**src/rtl/div_pkg.sv**
```systemverilog
// div_pkg: shared widths, divider FSM states and control constants.
//   RegBus / DoubleRegBus : operand and result widths
//   div_state_e           : divider FSM states
//   DivStart / DivStop    : start_i levels
//   DivResultReady / DivResultNotReady : ready_o levels
package div_pkg;
  localparam int RegBus = 32;
  localparam int DoubleRegBus = 64;
  typedef enum logic [1:0] {
    DivFree   = 2'b00,
    DivByZero = 2'b01,
    DivOn     = 2'b10,
    DivEnd    = 2'b11
  } div_state_e;
  localparam logic DivStart = 1'b1;
  localparam logic DivStop = 1'b0;
  localparam logic DivResultReady = 1'b1;
  localparam logic DivResultNotReady = 1'b0;
endpackage

```
**src/rtl/div.sv**
```systemverilog
// div: multi-cycle restoring divider, one quotient bit per clock.
//   clk, rst (async active-low)
//   signed_div_i  : 1 = signed, 0 = unsigned
//   opdata1_i/2_i : dividend / divisor, latched on acceptance
//   start_i       : request, held until ready_o is seen
//   annul_i       : cancel the operation in flight
//   result_o      : {remainder, quotient}
//   ready_o       : result valid, held until start_i drops
module div
  import div_pkg::*;
(
  input  logic                    clk,
  input  logic                    rst,
  input  logic                    signed_div_i,
  input  logic [RegBus-1:0]       opdata1_i,
  input  logic [RegBus-1:0]       opdata2_i,
  input  logic                    start_i,
  input  logic                    annul_i,
  output logic [DoubleRegBus-1:0] result_o,
  output logic                    ready_o
);
  div_state_e state, state_d;
  logic [5:0] cnt, cnt_d;
  logic [64:0] d, d_d;
  logic [RegBus-1:0] dvs, dvs_d;
  logic sgn, sgn_d, s1, s1_d, s2, s2_d;
  logic [DoubleRegBus-1:0] result_d;
  logic ready_d;
  logic [RegBus-1:0] abs1, abs2, quo, rem;
  logic [RegBus:0] t;
  assign abs1 = (signed_div_i && opdata1_i[RegBus-1]) ? -opdata1_i : opdata1_i;
  assign abs2 = (signed_div_i && opdata2_i[RegBus-1]) ? -opdata2_i : opdata2_i;
  assign t = {1'b0, d[63:32]} - {1'b0, dvs};
  // Sign fix-up: quotient follows the sign product, remainder the dividend.
  assign quo = (sgn && (s1 ^ s2)) ? -d[31:0] : d[31:0];
  assign rem = (sgn && s1) ? -d[64:33] : d[64:33];
  always_comb begin
    state_d = state;
    cnt_d = cnt;
    d_d = d;
    dvs_d = dvs;
    sgn_d = sgn;
    s1_d = s1;
    s2_d = s2;
    result_d = result_o;
    ready_d = ready_o;
    case (state)
      DivFree: if (start_i == DivStart && !annul_i) begin
        state_d = (opdata2_i == '0) ? DivByZero : DivOn;
        cnt_d = '0;
        d_d = {32'b0, abs1, 1'b0};
        dvs_d = abs2;
        sgn_d = signed_div_i;
        s1_d = opdata1_i[RegBus-1];
        s2_d = opdata2_i[RegBus-1];
      end
      DivByZero: begin
        d_d = '0;
        result_d = '0;
        state_d = DivEnd;
      end
      DivOn: if (annul_i) begin
        state_d = DivFree;
        cnt_d = '0;
      end else if (cnt != 6'd32) begin
        d_d = t[RegBus] ? {d[63:0], 1'b0} : {t[31:0], d[31:0], 1'b1};
        cnt_d = cnt + 6'd1;
      end else begin
        result_d = {rem, quo};
        ready_d = DivResultReady;
        cnt_d = '0;
        state_d = DivEnd;
      end
      default: if (start_i == DivStop) begin
        state_d = DivFree;
        ready_d = DivResultNotReady;
        result_d = '0;
      end else begin
        // Divide-by-zero arrives here with result already cleared.
        ready_d = DivResultReady;
      end
    endcase
  end
  always_ff @(posedge clk or negedge rst) begin
    if (!rst) begin
      state <= DivFree;
      cnt <= '0;
      d <= '0;
      dvs <= '0;
      sgn <= 1'b0;
      s1 <= 1'b0;
      s2 <= 1'b0;
      result_o <= '0;
      ready_o <= DivResultNotReady;
    end else begin
      state <= state_d;
      cnt <= cnt_d;
      d <= d_d;
      dvs <= dvs_d;
      sgn <= sgn_d;
      s1 <= s1_d;
      s2 <= s2_d;
      result_o <= result_d;
      ready_o <= ready_d;
    end
  end
endmodule

```
**config.mk**
```make
export PLATFORM = sky130hd
export DESIGN_NAME = div
export DESIGN_NICKNAME = d
export VERILOG_FILES = /design/src/rtl/div_pkg.sv /design/src/rtl/div.sv
export SDC_FILE = /design/constraint.sdc
export NUM_CORES = 1
export LEC_CHECK = 0
export BUFFER_PORTS_ARGS = -buffer_cell sky130_fd_sc_hd__buf_2
export CORE_ASPECT_RATIO = 1.75
export CORE_MARGIN = 3
export CORE_UTILIZATION = 61
export CTS_CLUSTER_DIAMETER = 60
export DETAILED_ROUTE_END_ITERATION = 8
export PLACE_DENSITY = 0.91
export SYNTH_ARGS = -nofsm -noshare
export SYNTH_HDL_FRONTEND = slang
export SYNTH_SLANG_ARGS = --single-unit
```
**constraint.sdc**
```tcl
create_clock -name clk -period 8.5 [get_ports clk]
set_input_delay 1.275 -clock clk [delete_from_list [all_inputs] [get_ports clk]]
set_output_delay 1.275 -clock clk [all_outputs]
set_load 0.05 [all_outputs]
```
-- After elaboration in Yosys (flattened, before gate mapping)
Index checks and enable logic that the tools add are counted.
- register bits after elaboration: 173
- output and inout bits: 65
- word-level logic and storage cells: 72
- add/sub/neg operators: 6
- equality and inequality tests: 10
- multiplexer cells: 27
- bitwise operators: 3
- reductions and logical operators: 17
- operators with widths (operator ; count):
    65-bit 2-to-1 mux ; 4
    65-bit case mux with 3 select lines ; 1
    64-bit 2-to-1 mux ; 3
    64-bit case mux with 3 select lines ; 1
    32-bit 2-to-1 mux ; 4
    32-bit negation ; 4
    32-bit by 32-bit subtractor with 33-bit output ; 1
    32-bit logical NOT ; 1
    6-bit 2-to-1 mux ; 3
    6-bit case mux with 2 select lines ; 1
    2-bit 2-to-1 mux ; 5
    2-bit inequality test, second input constant ; 4
    4-bit AND reduction ; 2
    6-bit by 1-bit adder with 6-bit output, second input constant ; 1
    6-bit inequality test, second input constant ; 1
    2-bit case mux with 3 select lines ; 1
    3-bit AND reduction ; 2
    1-bit logical AND ; 5
    4-bit by 1-bit inequality test with 1-bit output, second input constant ; 1
    2-bit AND reduction ; 2
    1-bit 2-to-1 mux ; 3
    3-bit by 1-bit inequality test with 1-bit output, second input constant ; 1
    3-bit inequality test, second input constant ; 1
    3-bit nonzero test ; 1
    other kinds (9) ; 10

-- Depth between registers and ports, before layout
- depth in word-level cells: 6
- gate-level depth with buffers: 14
- gate-level depth less buffers: 13

-- Worst setup path before layout
No wires, ideal clock.
- kind: input-to-reg
- start: input port opdata1_i[13]
- end: register d[31]
- arrival time: 3.419 ns
- path slack: 4.950 ns
- cell stages on the path: 9
- path through: or4_1 or3_1 or3_1 nor4_2 and3_1 a21oi_1 xor2_1 a22oi_1 o21ai_1
- cells in the longest elaborated chain, start to end: 4
- ends and longest elaborated chain (element ; RTL line ; RTL):
    from (decl) ; div.sv:15 ; input logic [RegBus-1:0] opdata1_i,
    32-bit negation ; div.sv:31 ; assign abs1 = (signed_div_i && opdata1_i[RegBus-1]) ? -opdata1_i : opdata1_i;
    32-bit 2-to-1 mux ; div.sv:31 ;
    65-bit 2-to-1 mux ; div.sv:48 ; DivFree: if (start_i == DivStart && !annul_i) begin
    65-bit case mux with 3 select lines ; div.sv:47 ; case (state)
    to (signal assigned) ; div.sv:88 ; d <= '0;
    to (signal assigned) ; div.sv:98 ; d <= d_d;
    to (decl) ; div.sv:24 ; logic [64:0] d, d_d;
No other way between the ends. The select of a mux whose other input is x is not followed.
A chain may end at the register's enable or synchronous reset.

-- Final worst setup path
- start: register d[32]
- end: register d[54]
- cells in the longest elaborated chain, start to end: 5
- ends and longest elaborated chain (element ; RTL line ; RTL):
    32-bit by 32-bit subtractor with 33-bit output ; div.sv:33 ; assign t = {1'b0, d[63:32]} - {1'b0, dvs};
    65-bit 2-to-1 mux ; div.sv:66 ; d_d = t[RegBus] ? {d[63:0], 1'b0} : {t[31:0], d[31:0], 1'b1};
    65-bit 2-to-1 mux ; div.sv:65 ; end else if (cnt != 6'd32) begin
    65-bit 2-to-1 mux ; div.sv:62 ; DivOn: if (annul_i) begin
    65-bit case mux with 3 select lines ; div.sv:47 ;
No other way between the ends. The select of a mux whose other input is x is not followed.

==> metrics.md <==
| Metric | Value |
|---|---|
| Status | `finished, final reports clean` |
| Slew HR | `around 24%` |
| Reg2reg end | `d[54]$_DFFE_PN0P_` |
| Via-to-Cell Ratio | `6.059` |
| Synth area leader | `dfrtp_1` |
| Max frequency | `249.6 MHz` |
| Most used flip-flop cell after synthesis | `dfrtp_1` |
| DIE AREA | `~20,000 sq um` |
| Pwr Total | `around 0.0034 W` |
| Initial antenna violation count | `1` |
| Die width | `108.2 um` |
| Mapped Area | `11,140 sq um` |
| Htree depth | `4` |
| Synth warn | `0` |
| Skew final | `around 0.012 ns` |
| Post-Place Cells | `roughly 1,600` |
| CTS Buf Count | `17` |
| GRT Overall Usage | `28.04%` |
| Post-synthesis cell type count | `62` |
| Syn Inst Count | `1,337` |
| Setup TNS | `0 ns` |
| Routed Antenna Nets | `0` |
| Starting density of the core | `62.97%` |
| Mean Syn Cell Area | `8.335 sq um` |
| Fin crit period | `around 4.0 ns` |
| Synth top area share | `38.85%` |
| Hold-critical path depth | `2` |
| Static leakage | `5.823 nW` |
| Clk root buf | `clkbuf_16` |
| Final max-slew violation count | `0` |
| Power Density | `268.2 nW/um^2` |
| Hold WC Path Type | `flop to flop` |
| Initial DRC Count | `831` |
| Worst-skew pair later-pin latency | `0.43 ns` |
| Seq cells post-synth | `between 150 and 200` |
| Worst Hold Launch | `result_o[22]$_DFFE_PN0P_` |
| Largest cells by area after synthesis | `dfrtp_1 (39%), o21ai_0 (8.8%), nand2_1 (7.3%)` |
| CP Class | `flop to flop` |
| Hold Fails Final Rpt | `0` |
| EDFF count, synth | `0` |
| Endpoint, Worst Hold | `result_o[22]$_DFFE_PN0P_` |
| HPWL Detailed | `roughly 20 mm` |
| # IOs | `between 100 and 150` |
| Post-cts hold buffer count | `0` |
| Worst r2r src | `d[32]$_DFFE_PN0P_` |
| Setup violations, final | `0` |
| Die Height | `184.8 um` |
| Worst-path clk slew | `0.07 ns` |
| Total gr overflow | `0` |
| Largest net degree at the start of global routing | `111` |
| Row count | `64` |
| Critical Path Fanout Max | `60` |
| Measured slew at the worst slew-check pin | `~1.1 ns` |
| Commonest cells post-synth | `nand2_1 (218), o21ai_0 (196), dfrtp_1 (173), xor2_1 (82), a21oi_1 (76)` |
| Core Box Area | `between 15,000 and 20,000 sq um` |
| Async set-reset flop share out of synthesis | `100.0%` |
| Port Buffers | `133` |
| DRC Markers | `0` |
| CTS tree | `done` |
| Final period utilization | `47.14%` |
| R2R Setup Slk | `4.49 ns` |
| Final nets | `between 1,500 and 2,000` |
| DRT Wirelength | `27.59 mm` |
| Layout cells sized above 1 | `13.12%` |
| Data arrival time of the critical path | `around 4.3 ns` |
| Startpoint type of the worst setup path | `flop` |
| # resized after CTS | `0` |
| Vias in the first global route | `9,857` |
| Fillers | `approximately 1,400` |
| Sequential area share after synthesis | `38.85%` |
| Worst reg2reg path depth | `13` |
| Clock sinks | `173` |
| Layout area overhead | `12.38%` |
| Routed WL per cell | `16.49 um` |
| Post CTS Setup Buffer Count | `0` |
| Syn Nets | `1,450` |
| Max-Cap Viols | `0` |
| Post-Layout Cell Count | `1,673` |
| Critical Path RT | `slightly below 9 ns` |
| Placer Congestion | `0.9364` |
| Router iterations before antenna repair | `5` |
| Most frequent cell after synthesis | `nand2_1` |
| VDD IR max | `about 160 uV` |
| Vias | `10,136` |
| Worst setup EP type | `flop` |
| RSZ-0062 raised after global routing | `false` |
| First-pass GRT wire length | `between 40 and 50 mm` |
| Clock Tree Buf Depth | `2` |
==> stage by stage <==
step           hold WS [ns]  util, %  area [sq um]  setup WS [ns]
5_1_grt              0.4906    70.77         12520          4.313
4_1_cts              0.4784    70.76         12520          4.577
3_5_place_dp         0.4645    67.42         11930          4.427
6_report             0.4693    70.77         12520          4.493
3_3_place_gp         0.4564    67.42         11930          4.484
2_1_floorplan        0.4456        -         11140          4.950
==> logic make-up after synthesis <==
group / synth area share [%]
muxes: 0.7634
xor gates and xnor gates: 11.16
adders and majority gates: 5.007
buffers and inverters: 3.997
and+or+nand+nor: 18.02
DFF: 38.85
AOI/OAI and AO/OA: 22.21
==> flip-flops by register name (all words and copies together) (netlist names) <==
| register | count |
|---|---|
| state | 2 |
| d | 65 |
| dvs | 32 |
| ready_o | 1 |
| cnt | 6 |
| result_o | 64 |
| s1 | 1 |
| s2 | 1 |
| sgn | 1 |
==> cell usage in the layout, fill, tap and decap left out, types with 6 or more instances in the layout <==
cell	netlist	layout
nor2b_1	7	7
buf_2	2	132
xor2_1	82	82
and3_1	12	12
a21oi_1	76	75
o41ai_1	9	9
xnor2_1	60	60
inv_1	53	53
a21o_1	17	17
or4_1	7	7
a31oi_1	8	8
o31ai_1	25	25
nand2b_1	7	7
o21ai_1	17	17
a32oi_1	6	6
dfrtp_1	173	173
ha_1	43	43
a22oi_1	29	29
nor4_1	12	12
clkbuf_16	0	17
nor2_1	74	74
nor3_1	28	28
nand3_1	22	21
o21ai_0	196	196
nand4_1	6	6
or3_1	12	11
nand2_1	218	218
o311ai_0	6	6
==> report_power, final <==
part	leakage, nW	total [W]	internal [W]	switching, W
logic	3.22	0.00143	0.000508	0.000922
registers	2.32	0.00115	0.000982	0.000163
clock network	0.281	0.000784	0.000470	0.000314
total	5.82	0.00336	0.00196	0.00140
==> how the worst max path moves through the flow <==
stage	depth (start not counted)	from	slack [ns]	endpoint
after detailed placement	11	opdata2_i[2]	4.43	state[1]$_DFFE_PN0P_
after floorplan	9	opdata1_i[13]	4.95	d[31]$_DFFE_PN0P_
after global placement	11	opdata2_i[2]	4.48	state[1]$_DFFE_PN0P_
final	13	d[32]$_DFFE_PN0P_	4.49	d[54]$_DFFE_PN0P_
after CTS	13	d[32]$_DFFE_PN0P_	4.58	d[54]$_DFFE_PN0P_
after global routing	9	state[0]$_DFFE_PN0P_	4.31	d[55]$_DFFE_PN0P_
==> worst max-delay path, stage by stage (launching register included) <==
cell and delay (ns):
dfrtp_1 0.40, inv_1 0.08, ha_1 0.21, fa_1 0.38, nor2b_1 0.23, o31a_1 0.22
o41a_1 0.18, a21oi_1 0.16, o41ai_1 0.76, a21o_1 0.31, a21oi_4 0.07, buf_4 0.30
or2_2 0.39, o21ai_0 0.20
==> routing by layer <==
| layer | routed length (um) | global-route usage (%) |
|---|---|---|
| met1 | 10120 | 30.88 |
| met2 | 14820 | 51.57 |
| met3 | 1485 | 3.767 |
| met4 | 1170 | 14.81 |
| met5 | 0 | 0 |
==> area by class of cell <==
cell class	instances	area [sq um]	area share, %
multi-input combinational	1046	6405	51.14
timing repair buffer	138	709.4	5.664
clock buffer	22	454.2	3.626
sequential	173	4329	34.57
antenna	1	2.502	0.01998
clock inverter	9	136.4	1.089
tap	231	289.0	2.308
inverter	53	198.9	1.588
Power figures use the tool's default switching activity.
